===== config.mk =====
export PLATFORM = sky130hd
export DESIGN_NAME = karatsuba_div_8_flat
export DESIGN_NICKNAME = d
export VERILOG_FILES = /design/src/rtl/karatsuba_div_8_pkg.sv /design/src/rtl/karatsuba_div_8_if.sv /design/src/rtl/karatsuba_div_8_div_step.sv /design/src/rtl/karatsuba_div_8.sv /design/src/flat_wrapper.sv
export SDC_FILE = /design/constraint.sdc
export NUM_CORES = 1
export LEC_CHECK = 0
export ABC_AREA = 1
export ABC_CLOCK_PERIOD_IN_PS = 1690
export BUFFER_PORTS_ARGS = -buffer_cell sky130_fd_sc_hd__buf_4
export CAP_MARGIN = 20
export CORE_MARGIN = 1.5
export CORE_UTILIZATION = 27
export DETAILED_ROUTE_END_ITERATION = 8
export SYNTH_ARGS = -nofsm -noshare
export SYNTH_HDL_FRONTEND = slang
export SYNTH_SLANG_ARGS = --single-unit

===== constraint.sdc =====
create_clock -name clk -period 1.69 [get_ports clk]
set_clock_uncertainty 0.05 [all_clocks]
set_input_delay 0 -clock clk [delete_from_list [all_inputs] [get_ports clk]]
set_output_delay 0 -clock clk [all_outputs]
set_load 0.05 [all_outputs]

===== src/rtl/karatsuba_div_8_pkg.sv =====
// Shared constants and state encoding for the restoring divider.
// M/N match the Karatsuba multiplier operand and product widths.
package karatsuba_div_8_pkg;

  localparam int M     = 4;
  localparam int N     = 2 * M;
  localparam int CNT_W = $clog2(N + 1);

  typedef enum logic [1:0] {
    IDLE = 2'd0,
    BUSY = 2'd1,
    DONE = 2'd2
  } state_e;

endpackage


===== src/rtl/karatsuba_div_8_if.sv =====
// Operand/result handshake bundle between a producer/consumer and the divider.
interface karatsuba_div_8_if;
  import karatsuba_div_8_pkg::*;

  logic         in_valid;
  logic         in_ready;
  logic [N-1:0] C;
  logic [M-1:0] B;
  logic         out_valid;
  logic         out_ready;
  logic [N-1:0] Q;
  logic [M-1:0] R;
  logic         dbz;

  modport master (
    output in_valid, C, B, out_ready,
    input  in_ready, out_valid, Q, R, dbz
  );

  modport slave (
    input  in_valid, C, B, out_ready,
    output in_ready, out_valid, Q, R, dbz
  );

endinterface


===== src/rtl/karatsuba_div_8_div_step.sv =====
// One restoring-division step: shift in a dividend bit, subtract the divisor if it fits.
module karatsuba_div_8_div_step
  import karatsuba_div_8_pkg::*;
(
  input  logic [M-1:0] rem_i,
  input  logic         bit_i,
  input  logic [M-1:0] div_i,
  output logic [M-1:0] rem_o,
  output logic         q_o
);

  logic [M:0] t;
  logic [M:0] d;

  // One extra bit keeps the trial subtraction from overflowing.
  assign t     = {rem_i, bit_i};
  assign d     = {1'b0, div_i};
  assign q_o   = (t >= d);
  assign rem_o = q_o ? M'(t - d) : t[M-1:0];

endmodule


===== src/rtl/karatsuba_div_8.sv =====
// Sequential restoring divider, one quotient bit per clock, with valid/ready handshake.
module karatsuba_div_8
  import karatsuba_div_8_pkg::*;
(
  input  logic               clk,
  input  logic               rst,
  karatsuba_div_8_if.slave   bus
);

  state_e           state_q, state_d;
  logic [N-1:0]     quo_q, quo_d;
  logic [M-1:0]     rem_q, rem_d;
  logic [M-1:0]     div_q, div_d;
  logic [CNT_W-1:0] cnt_q, cnt_d;
  logic             dbz_q, dbz_d;

  logic [M-1:0]     step_rem;
  logic             step_bit;

  // The dividend register doubles as the quotient: its MSB feeds the step, quotient bits enter the LSB.
  karatsuba_div_8_div_step u_step (
    .rem_i (rem_q),
    .bit_i (quo_q[N-1]),
    .div_i (div_q),
    .rem_o (step_rem),
    .q_o   (step_bit)
  );

  assign bus.in_ready  = (state_q == IDLE);
  assign bus.out_valid = (state_q == DONE);
  assign bus.Q         = quo_q;
  assign bus.R         = rem_q;
  assign bus.dbz       = dbz_q;

  always_comb begin
    // NOTE: every next-state value is defaulted first so no path leaves it unassigned (no latch).
    state_d = state_q;
    quo_d   = quo_q;
    rem_d   = rem_q;
    div_d   = div_q;
    cnt_d   = cnt_q;
    dbz_d   = dbz_q;
    case (state_q)
      IDLE: begin
        if (bus.in_valid) begin
          if (bus.B != '0) begin
            quo_d   = bus.C;
            rem_d   = '0;
            div_d   = bus.B;
            cnt_d   = '0;
            dbz_d   = 1'b0;
            state_d = BUSY;
          end else begin
            quo_d   = '1;
            rem_d   = bus.C[M-1:0];
            dbz_d   = 1'b1;
            state_d = DONE;
          end
        end
      end
      BUSY: begin
        quo_d = {quo_q[N-2:0], step_bit};
        rem_d = step_rem;
        cnt_d = cnt_q + CNT_W'(1);
        if (cnt_q == CNT_W'(N - 1)) state_d = DONE;
      end
      DONE: begin
        if (bus.out_ready) state_d = IDLE;
      end
      default: state_d = IDLE;
    endcase
  end

  always_ff @(posedge clk or posedge rst) begin
    // NOTE: state registers use non-blocking assignments so all flops update from pre-edge values.
    if (rst) begin
      state_q <= IDLE;
      quo_q   <= '0;
      rem_q   <= '0;
      div_q   <= '0;
      cnt_q   <= '0;
      dbz_q   <= 1'b0;
    end else begin
      state_q <= state_d;
      quo_q   <= quo_d;
      rem_q   <= rem_d;
      div_q   <= div_d;
      cnt_q   <= cnt_d;
      dbz_q   <= dbz_d;
    end
  end

endmodule


===== src/flat_wrapper.sv =====
// flat-port wrapper written by rule: the top's interface ports become plain ports
module karatsuba_div_8_flat import karatsuba_div_8_pkg::*;
  (clk, rst, bus_in_valid, bus_C, bus_B, bus_out_ready, bus_in_ready, bus_out_valid, bus_Q, bus_R, bus_dbz);
  karatsuba_div_8_if bus_i ();
  input  logic clk;
  input  logic rst;
  input wire logic [$bits(bus_i.in_valid)-1:0] bus_in_valid;
  input wire logic [$bits(bus_i.C)-1:0] bus_C;
  input wire logic [$bits(bus_i.B)-1:0] bus_B;
  input wire logic [$bits(bus_i.out_ready)-1:0] bus_out_ready;
  output wire logic [$bits(bus_i.in_ready)-1:0] bus_in_ready;
  output wire logic [$bits(bus_i.out_valid)-1:0] bus_out_valid;
  output wire logic [$bits(bus_i.Q)-1:0] bus_Q;
  output wire logic [$bits(bus_i.R)-1:0] bus_R;
  output wire logic [$bits(bus_i.dbz)-1:0] bus_dbz;
  assign bus_i.in_valid = bus_in_valid;
  assign bus_i.C = bus_C;
  assign bus_i.B = bus_B;
  assign bus_i.out_ready = bus_out_ready;
  assign bus_in_ready = bus_i.in_ready;
  assign bus_out_valid = bus_i.out_valid;
  assign bus_Q = bus_i.Q;
  assign bus_R = bus_i.R;
  assign bus_dbz = bus_i.dbz;
  karatsuba_div_8 u_core (.clk(clk), .rst(rst), .bus(bus_i));
endmodule

==> flow_metrics.tcl <==
set metrics [dict create \
    status "finished clean" \
    fin_tns_setup_ns 0 \
    grt_pass1_vias 1139 \
    via_per_inst 4.37 \
    netlist_top_cells_area "dfrtp_1 42%, nand2_1 11%, inv_1 7.2%" \
    synth_fp_nets 187 \
    avgSynthCellArea_sq_um 8.24 \
    maxCapViolCount 0 \
    cts_tree "yes" \
    dieArea_sq_um 5470 \
    synthFlopType "dfrtp_1" \
    vias 1227 \
    io_pins 31 \
    coreArea_sq_um 4790 \
    die_h_um 74.0 \
    die_w_um 74.0 \
    firstDrtPassIters 4 \
    nets 237 \
    worstPathMaxFanout 2 \
    worstPathArrival_ns 1.79 \
    cts_max_level 1 \
    grt_usage 0.125 \
    synth_edf_count 0 \
    slew_headroom 0.715 \
    cts.sink_count 23 \
    worst_skew_pair.late_latency_ns 0.27 \
    grt_pass1_wl_mm 5.23 \
    num_antenna_cells 0 \
    netlist_area_sq_um 1360 \
    routed_wl_mm 3.38 \
    layout_commonest_cell "nand2_1" \
    synthArstFlopShare 1.00 \
    final_area_sq_um 1920 \
    clk_pin_slew_ns 0.09 \
    cts_buffers 3 \
    ant_nets 0 \
    drc 0 \
    dp_hpwl_mm 2.34 \
    criticalPathCategory "flop to flop" \
    core.rowCount 25 \
    routedWlPerCell_um 12.0 \
    fin_crit_ns 1.63 \
    setup_viol 0 \
    clock.fmax_mhz 612 \
    critPathLaunchType "flop" \
    syn_inst 165 \
    synth_top_area_frac 0.423 \
    drt-initial-drc-count 62 \
    synth_top_area_cell "dfrtp_1" \
    grt_max_degree 24 \
    synth-seq-area-share 0.423 \
    finalCritPeriodShare 0.966 \
    ys_ff_latch 23 \
    tightest_slew_ns 0.428 \
    layout-drive-gt1-share 0.308 \
    clock_path_buffers 2 \
    synth_cell_type_count 36 \
    place_area_sq_um 1670 \
    cp.required_ns 1.84 \
    grt_overflow 0 \
    grt_antenna_before_repair 0 \
    cts_root_buf "clkbuf_8" \
    ys_warn_count 0 \
    end_kind "flop" \
    hp-class "input pin to flop" \
    area_growth_pct 40.9 \
    final_cell_mix "37 x nand2_1, 36 x buf_4, 23 x inv_1" \
    hold_violations 0 \
    io_buffers 30 \
    place_congestion 0.880 \
    slew_violations 0 \
    start_util 0.284 \
]
-- flip-flops by register name, summed over array words and instances, names as in the netlist --
signal	count
u_core.div_q	4
u_core.bus.Q	8
u_core.bus.dbz	1
u_core.bus.R	4
u_core.state_q	2
u_core.cnt_q	4
-- worst max-delay path, stage by stage, from the launching register on --
cell and delay [ns]:
dfrtp_1 0.39, inv_2 0.09, ha_4 0.14, inv_2 0.05, fa_2 0.54, inv_1 0.04, nand2_1 0.08, nand3_2 0.07
a21oi_2 0.13
-- cell usage after synthesis (2+ instances only) --
cell type,instances
nand2_1,39
inv_1,26
dfrtp_1,23
o21ai_0,11
nand3_1,10
a21oi_1,8
nor2_1,6
ha_1,5
inv_2,3
o21ai_1,3
o221ai_1,3
a22oi_1,2
buf_4,2
buf_6,2
-- per-stage QoR --
step           hold WS [ns]  worst slack [ns]  utilization  cells
3_5_place_dp         0.0277            0.0342        0.349    261
4_1_cts              0.0237            0.0190        0.386    278
3_3_place_gp         0.0255            0.0760        0.349    261
2_1_floorplan       -0.0482            0.0650            -    165
5_1_grt              0.0485           -0.0382        0.401    281
6_report             0.0305            0.0571        0.401    281
-- final timing paths --
kind,from,end,slack (ns),cells past startpoint
setup / recovery,u_core.bus.Q[7],u_core.bus.R[1],0.06,8
hold / removal,bus_C[2],u_core.bus.R[2],0.03,5
setup reg to reg,u_core.bus.Q[7],u_core.bus.R[1],0.06,8
hold reg to reg,u_core.bus.dbz,u_core.bus.dbz,0.46,2
max in group asynchronous,rst,u_core.bus.R[1],1.06,4
min in group asynchronous,rst,u_core.state_q[1],0.27,4
-- final cells by class --
type                    count  area [sq um]
clock inverters             1          5.00
repair buffers             49           400
inverters                  30           118
multi-input cells         108           691
clock buffers               3          41.3
fillers                   475          2870
well taps                  67          83.8
flip-flops and latches     23           578
-- cells by family after synthesis --
| group | synth area share |
|---|---|
| AOI/OAI and AO/OA | 0.173 |
| xor gates and xnor gates | 0.00644 |
| adders and majority gates | 0.0607 |
| buffers and inverters | 0.114 |
| DFF | 0.423 |
| and+or+nand+nor | 0.223 |
-- layer usage --
metal | part of all wire | track usage
met1 | 0.46 | 0.164
met2 | 0.50 | 0.206
met3 | 0.036 | 0.0285
met4 | 0.012 | 0.0370
met5 | 0 | 0
-- timing repair --
| action | CTS | global route |
|---|---|---|
| buffers inserted | 0 | 3 |
| endpoints found under the hold margin | 34 | 0 |
| gates resized for setup | 0 | 12 |
| endpoints found under the setup margin | 0 | 4 |
| hold buffers | 13 | 0 |
Power is left out: the tool's default activity adds up to more than one toggle a clock period on the data nets, which glitch-free logic cannot reach.
